## config.mk

```make
export PLATFORM = sky130hd
export DESIGN_NAME = char_buffer_reader
export DESIGN_NICKNAME = d
export VERILOG_FILES = /design/src/rtl/char_buf_pkg.sv /design/src/rtl/char_buffer_reader.sv
export SDC_FILE = /design/constraint.sdc
export NUM_CORES = 1
export LEC_CHECK = 0
export ABC_AREA = 1
export BUFFER_PORTS_ARGS = -buffer_cell sky130_fd_sc_hd__buf_4
export CORE_ASPECT_RATIO = 0.7
export CORE_MARGIN = 2
export CORE_UTILIZATION = 35
export DETAILED_ROUTE_END_ITERATION = 10
export PLACE_DENSITY = 0.56
export SLEW_MARGIN = 20
export SYNTH_ARGS = -nofsm -noshare
export SYNTH_HDL_FRONTEND = slang
export SYNTH_SLANG_ARGS = --single-unit
```

## constraint.sdc

```tcl
create_clock -name clock -period 4.4 [get_ports clock]
set_input_delay 0.66 -clock clock [delete_from_list [all_inputs] [get_ports clock]]
set_output_delay 0.66 -clock clock [all_outputs]
set_load 0.02 [all_outputs]
```

## src/rtl/char_buf_pkg.sv

```systemverilog
// Shared definitions for the character buffer in data RAM.
// The host write path and the read-out engine both use these constants.
package char_buf_pkg;

   typedef enum logic [2:0] {
      ST_IDLE,
      ST_FETCH,
      ST_WAIT,
      ST_SEND,
      ST_DONE
   } rd_state_t;

   localparam int CHAR_BUF_BASE = 1500;
   localparam int CHAR_BUF_LEN  = 108;
   localparam logic [7:0] CHAR_NUL = 8'h00;

   // Character counter stops at 255 instead of wrapping.
   function automatic logic [7:0] sat_inc8(input logic [7:0] v);
      return (v == 8'hFF) ? v : v + 8'd1;
   endfunction

endpackage

```

## src/rtl/char_buffer_reader.sv

```systemverilog
// Streams the low byte of each char-buffer RAM word out over a valid/ready byte port.
// Optional CHAR_READER_NUL_STOP_EN: a 0x00 byte ends the run early and is not emitted.
//
// state | meaning
// IDLE  | waiting for start
// FETCH | present BASE_ADDR+idx to RAM
// WAIT  | RAM read latency; capture low byte at the closing edge
// SEND  | char_valid high until the sink accepts
// DONE  | one-cycle done pulse
module char_buffer_reader
   import char_buf_pkg::*;
#(
   parameter int BASE_ADDR = CHAR_BUF_BASE,
   parameter int BUF_LEN   = CHAR_BUF_LEN,
   parameter int ADDR_W    = 12,
   parameter int DATA_W    = 32
) (
   input  logic              clock,
   input  logic              reset,
   input  logic              start,
   output logic              mem_rd_en,
   output logic [ADDR_W-1:0] mem_addr,
   input  logic [DATA_W-1:0] mem_data,
   output logic [7:0]        char_data,
   output logic              char_valid,
   input  logic              char_ready,
   output logic              busy,
   output logic              done,
   output logic [7:0]        char_count
);

   localparam logic [ADDR_W-1:0] BASE     = ADDR_W'(BASE_ADDR);
   localparam logic [ADDR_W-1:0] LAST_IDX = ADDR_W'(BUF_LEN - 1);

   // The whole buffer must be addressable without wrapping.
   if (BUF_LEN < 1 || (BASE_ADDR + BUF_LEN) > (1 << ADDR_W)) begin : g_bad_range
      $error("char_buffer_reader: BASE_ADDR+BUF_LEN does not fit in ADDR_W");
   end

   rd_state_t         state_q, state_d;
   logic [ADDR_W-1:0] idx_q;
   logic [ADDR_W-1:0] addr_q;
   logic [7:0]        char_q;
   logic [7:0]        count_q;
   logic              unused_hi;

   assign unused_hi = ^mem_data[DATA_W-1:8];

   always_comb begin
      state_d = state_q;
      unique case (state_q)
         ST_IDLE:  if (start) state_d = ST_FETCH;
         ST_FETCH: state_d = ST_WAIT;
         ST_WAIT: begin
`ifdef CHAR_READER_NUL_STOP_EN
            if (mem_data[7:0] == CHAR_NUL) state_d = ST_DONE;
            else                           state_d = ST_SEND;
`else
            state_d = ST_SEND;
`endif
         end
         ST_SEND: begin
            if (char_ready) state_d = (idx_q == LAST_IDX) ? ST_DONE : ST_FETCH;
         end
         ST_DONE:  state_d = ST_IDLE;
         default:  state_d = ST_IDLE;
      endcase
   end

   always_ff @(posedge clock) begin
      if (reset) begin
         state_q <= ST_IDLE;
         idx_q   <= '0;
         addr_q  <= '0;
         char_q  <= 8'h00;
         count_q <= 8'h00;
      end else begin
         state_q <= state_d;
         unique case (state_q)
            ST_IDLE: begin
               if (start) begin
                  idx_q   <= '0;
                  count_q <= 8'h00;
                  addr_q  <= BASE;
               end
            end
            ST_WAIT: begin
               if (state_d == ST_SEND) char_q <= mem_data[7:0];
            end
            ST_SEND: begin
               // Address only advances on a handshake and never past the last entry.
               if (char_ready) begin
                  count_q <= sat_inc8(count_q);
                  idx_q   <= idx_q + ADDR_W'(1);
                  if (idx_q != LAST_IDX) addr_q <= BASE + idx_q + ADDR_W'(1);
               end
            end
            default: ;
         endcase
      end
   end

   assign mem_rd_en  = (state_q == ST_FETCH) || (state_q == ST_WAIT);
   assign mem_addr   = addr_q;
   assign char_data  = char_q;
   assign char_valid = (state_q == ST_SEND);
   assign busy       = (state_q != ST_IDLE);
   assign done       = (state_q == ST_DONE);
   assign char_count = count_q;

endmodule

```

## Yosys cells after proc, flatten, opt, wreduce, memory -nomap -nowiden

Index checks and enable logic that the tools add are counted.

- Register bits after elaboration: 43
- Bits of input ports: 36
- Output and inout bits: 32
- Logic and storage cells: 44

- $add $sub $neg: 4
- Equal/unequal tests: 12
- Muxes and demuxes: 15
- Reductions and logical operators: 8

Operators with widths:

| cell | number |
|---|---|
| 12-bit 2-to-1 mux | 5 |
| 12-bit one-hot mux with 2 select lines | 2 |
| 12-bit by 1-bit adder with 12-bit output (second input constant) | 2 |
| 8-bit 2-to-1 mux | 3 |
| 8-bit one-hot mux with 2 select lines | 1 |
| 11-bit by 12-bit adder with 12-bit output (first input constant) | 1 |
| 12-bit by 7-bit equality test with 1-bit output (second input constant) | 1 |
| 12-bit by 7-bit != test with 1-bit output (second input constant) | 1 |
| 3-bit one-hot mux with 4 select lines | 1 |
| 3-bit by 2-bit equality test with 1-bit output (second input constant) | 3 |
| 3-bit 2-to-1 mux | 3 |
| 8-bit by 1-bit adder with 8-bit output (second input constant) | 1 |
| 8-bit equality test (second input constant) | 1 |
| 4-bit AND reduction | 2 |
| 2-bit by 1-bit != test with 1-bit output (second input constant) | 2 |
| 2-bit != test (second input constant) | 2 |
| 3-bit by 1-bit equality test with 1-bit output (second input constant) | 1 |
| 3-bit equality test (second input constant) | 1 |
| 3-bit zero test | 1 |
| 3-bit AND reduction | 1 |
| 3-bit nonzero test | 1 |
| 2-bit AND reduction | 1 |
| 2-bit nonzero test | 1 |
| 1-bit logical OR | 1 |

## Logic depth before layout (Yosys ltp)

- Word-level depth: 6
- Gate-level depth with buffers: 10
- Gate-level depth less buffers: 10

## Worst setup path after synthesis

Ideal clock, no wire load.

- Path type: register to output
- Start point: register state_q[2]
- End point: output mem_rd_en
- Arrival time: 1105 ps
- Data required time: 3740 ps
- Path slack: 2635 ps
- Cell stages (with the launch flop): 5
- Buffers on the path: 1
- Cell sequence: dfxtp_1 > inv_1 > nand3_1 > clkbuf_1 > nand2_1

- Word-level cells in the longest chain between the ends: 2
- Elaborated cells on any way between the ends: 3
- Those cells by class: eq/ne: 2; reduce/logical: 1

RTL lines:

| item | line | source |
|---|---|---|
| start: declaration | char_buffer_reader.sv:40 | `rd_state_t state_q, state_d;` |
| start signal: assignment | char_buffer_reader.sv:78 | `state_q <= state_d;` |
| 3-bit by 1-bit equality test with 1-bit output or 3-bit by 2-bit equality test with 1-bit output (tied branches) | char_buffer_reader.sv:103 | `assign mem_rd_en = (state_q == ST_FETCH) \|\| (state_q == ST_WAIT);` |
| 1-bit logical OR * | char_buffer_reader.sv:103 |  |
| end: declaration | char_buffer_reader.sv:21 | `output logic mem_rd_en,` |

Mark *: on every way between the ends. The rest lies on a longest branch, timed or not.

## Final worst setup path

- Start point: register state_q[0]
- End point: output mem_rd_en

Same word-level chain as after synthesis.

==> reports/results.ini <==
[min_path]
hp-class = reg2reg

[logic_synthesis]
synth_cells = 323
ys_seq_area_share_pct = 40.0
synthesis.nets = 361
syn_area_sq_mm = 0.00215
ys_warn_count = 0
yosysUniqueCellTypes = 25
ys_ff_latch = 43
syn_avg_cell_area_sq_um = 6.66

[layout]
layout_common_cells = nand2_1 (69), nor2_1 (44), dfxtp_1 (43), buf_4 (43), inv_1 (41)
seqCellArea_sq_um = 861
syn2layout_area_growth_pct = 22.0
final_layout_size_suffix_gt1_share_pct = 16.5
fin_cells = 439
fill_cells = 629
n_antenna_cell = 0
num-nets-final = 402
final_common_cell = nand2_1
multi_input_area_sq_mm = 0.00108

[timing]
worst_slew_pin_slew_ns = 0.609
min_period_ns = 2.21
fin_skew_ns = 0.00620
grt_setup_unrepaired = false
slew_violations = 0
slew_headroom_pct = 59.3
final.setup.tns_ns = 0
setup_violations = 0
min_period_over_period_pct = 50.3
fmax_mhz = 452
hold_viol_final = 0

[floorplan]
start_util_pct = 36.8
coreArea_sq_mm = 0.00584
pin_count = 68
die_w_um = 97.7
rows = 23
dieArea_sq_mm = 0.00680
die_y_um = 69.6

[global_routing]
grt_max_degree = 21
grt_usage_pct = 15.9
grt_pass1_vias = 1927
grt_first_pass_wirelength_um = 8970
grt-ovfl-total = 0
antenna_found_initial = 0

[pwr]
finalPower_uw = 927
power.share.combinational_pct = 20.9
powerDensity_mw_per_mm2 = 353
switchingPower_uw = 273
switching_share_pct = 29.4
max-vdd-ir-drop_v = 0.000174
seqPwrFrac_pct = 47.2
p_int_uw = 654
p_clk_share_pct = 32.0
p_leak_nw = 1.15

[cts]
clkSlewWorstSetupHoldPaths_ns = 0.08
clock_latency_ns = 0.29
cts_tree = done
cts_resized = 0
htree_levels = 2
root_buffer = clkbuf_8
postCtsHoldBufs = 0
cts_buffer_depth = 2
post_cts_buffers = 0
cts_buffers = 5
cts_sinks = 43

[run]
maxCapViolations = 0

[routing]
wl_per_cell_um = 12.0
route.vias.total = 2087
drt-vias-per-instance = 4.75
ant_nets = 0
drt_iter0_markers = 103
drtPass1Iterations = 4
drc = 0
finalWirelength_um = 5250

[critical_path]
path_class = reg2out
cp.arrival_ns = 1.55
cp_data_required_time_ns = 3.74
worst_path_max_delay_cell = nand3_1
path_cells = inv_1, nand3_1, nand2_1, buf_4
worst_path_largest_cell_delay_ns = 0.45
path_buf_inv = 2
startpoint_type = flip-flop
critPathMaxFanout = 19
crit_path_end_kind = output pin
cp_top_family = simple AND/OR/NAND/NOR gates

[placed_design]
gp_congestion = 0.826
dpl.cell_count = 432
io_buffer_count = 43
dpl.hpwl_um = 3900

[run_status]
status = finished clean

-- cells by family after synthesis --
logic type | synth area share (%)
adders and majority gates | 1.16
xor gates and xnor gates | 1.63
AOI/OAI and AO/OA | 13.3
DFF | 40.0
buffers and inverters | 9.95
and+or+nand+nor | 33.9
-- layer usage --
layer	global-route usage [%]	part of all wire [%]	wire, um
met3	3.73	7.3	384
met5	0	0	0
met1	24.6	54	2860
met4	2.78	0.36	19
met2	22.6	38	1990
-- cell usage after synthesis --
cell	count	area share (%)
a211oi_1	1	0.35
a21oi_1	27	6.3
a31oi_1	2	0.58
a41oi_1	1	0.41
buf_2	2	0.47
buf_6	1	0.52
clkbuf_1	5	0.87
clkbuf_2	1	0.23
dfxtp_1	43	40
ha_1	2	1.2
inv_1	41	7.2
inv_2	4	0.70
nand2_1	69	12
nand2_2	3	0.87
nand2_4	2	1.0
nand3_1	24	5.6
nand4_1	9	2.6
nor2_1	44	7.7
nor2_4	1	0.52
nor3_1	12	2.8
nor3_4	1	0.76
o21ai_0	22	5.1
o21ai_1	1	0.23
o21bai_1	1	0.35
xor2_1	4	1.6
-- state kept, by name, summed over array words and instances (netlist names) --
name,cells
mem_addr,12
idx_q,12
char_data,8
char_count,8
state_q,3
-- path summary, 6_finish.rpt --
check        cells after the start       endpoint  slack (ns)          from
max                              4      mem_rd_en        2.19    state_q[0]
min                              2   char_data[5]        0.45  char_data[5]
max reg2reg                      9  char_count[4]        2.30    state_q[1]
min reg2reg                      2   char_data[5]        0.45  char_data[5]
-- power by group through the flow --
| stage | logic [mW] | registers (mW) | clock network [mW] |
|---|---|---|---|
| final | 0.193 | 0.437 | 0.296 |
| after floorplan | 0.0998 | 0.471 | 0 |
| after global placement | 0.194 | 0.446 | 0 |
| after global routing | 0.214 | 0.441 | 0.323 |
| after CTS | 0.196 | 0.437 | 0.310 |
| after detailed placement | 0.196 | 0.446 | 0 |
-- final cells by class --
cell class                      count  share of cell area, %
Sequential cell                    43                   32.8
Tap cell                           75                   3.57
Clock buffer                        6                   2.76
Multi-Input combinational cell    226                   41.0
Clock inverter                      1                   1.14
Inverter                           45                   6.43
Timing Repair Buffer               43                   12.3
-- worst min-delay path: stages (launching register included) --
cell     delay, ns
dfxtp_1       0.31
inv_1         0.04
a21oi_1       0.05
-- through the flow --
| step | cell area, sq um | worst slack [ns] | hold slack (ns) | util (%) |
|---|---|---|---|---|
| 2_1_floorplan | 2150 | 2.63 | 0.482 | - |
| 3_3_place_gp | 2520 | 2.29 | 0.433 | 43.2 |
| 3_5_place_dp | 2520 | 2.30 | 0.439 | 43.2 |
| 4_1_cts | 2630 | 2.15 | 0.450 | 44.9 |
| 5_1_grt | 2630 | 1.99 | 0.467 | 44.9 |
| 6_report | 2630 | 2.19 | 0.448 | 44.9 |
Power figures use the tool's default switching activity.
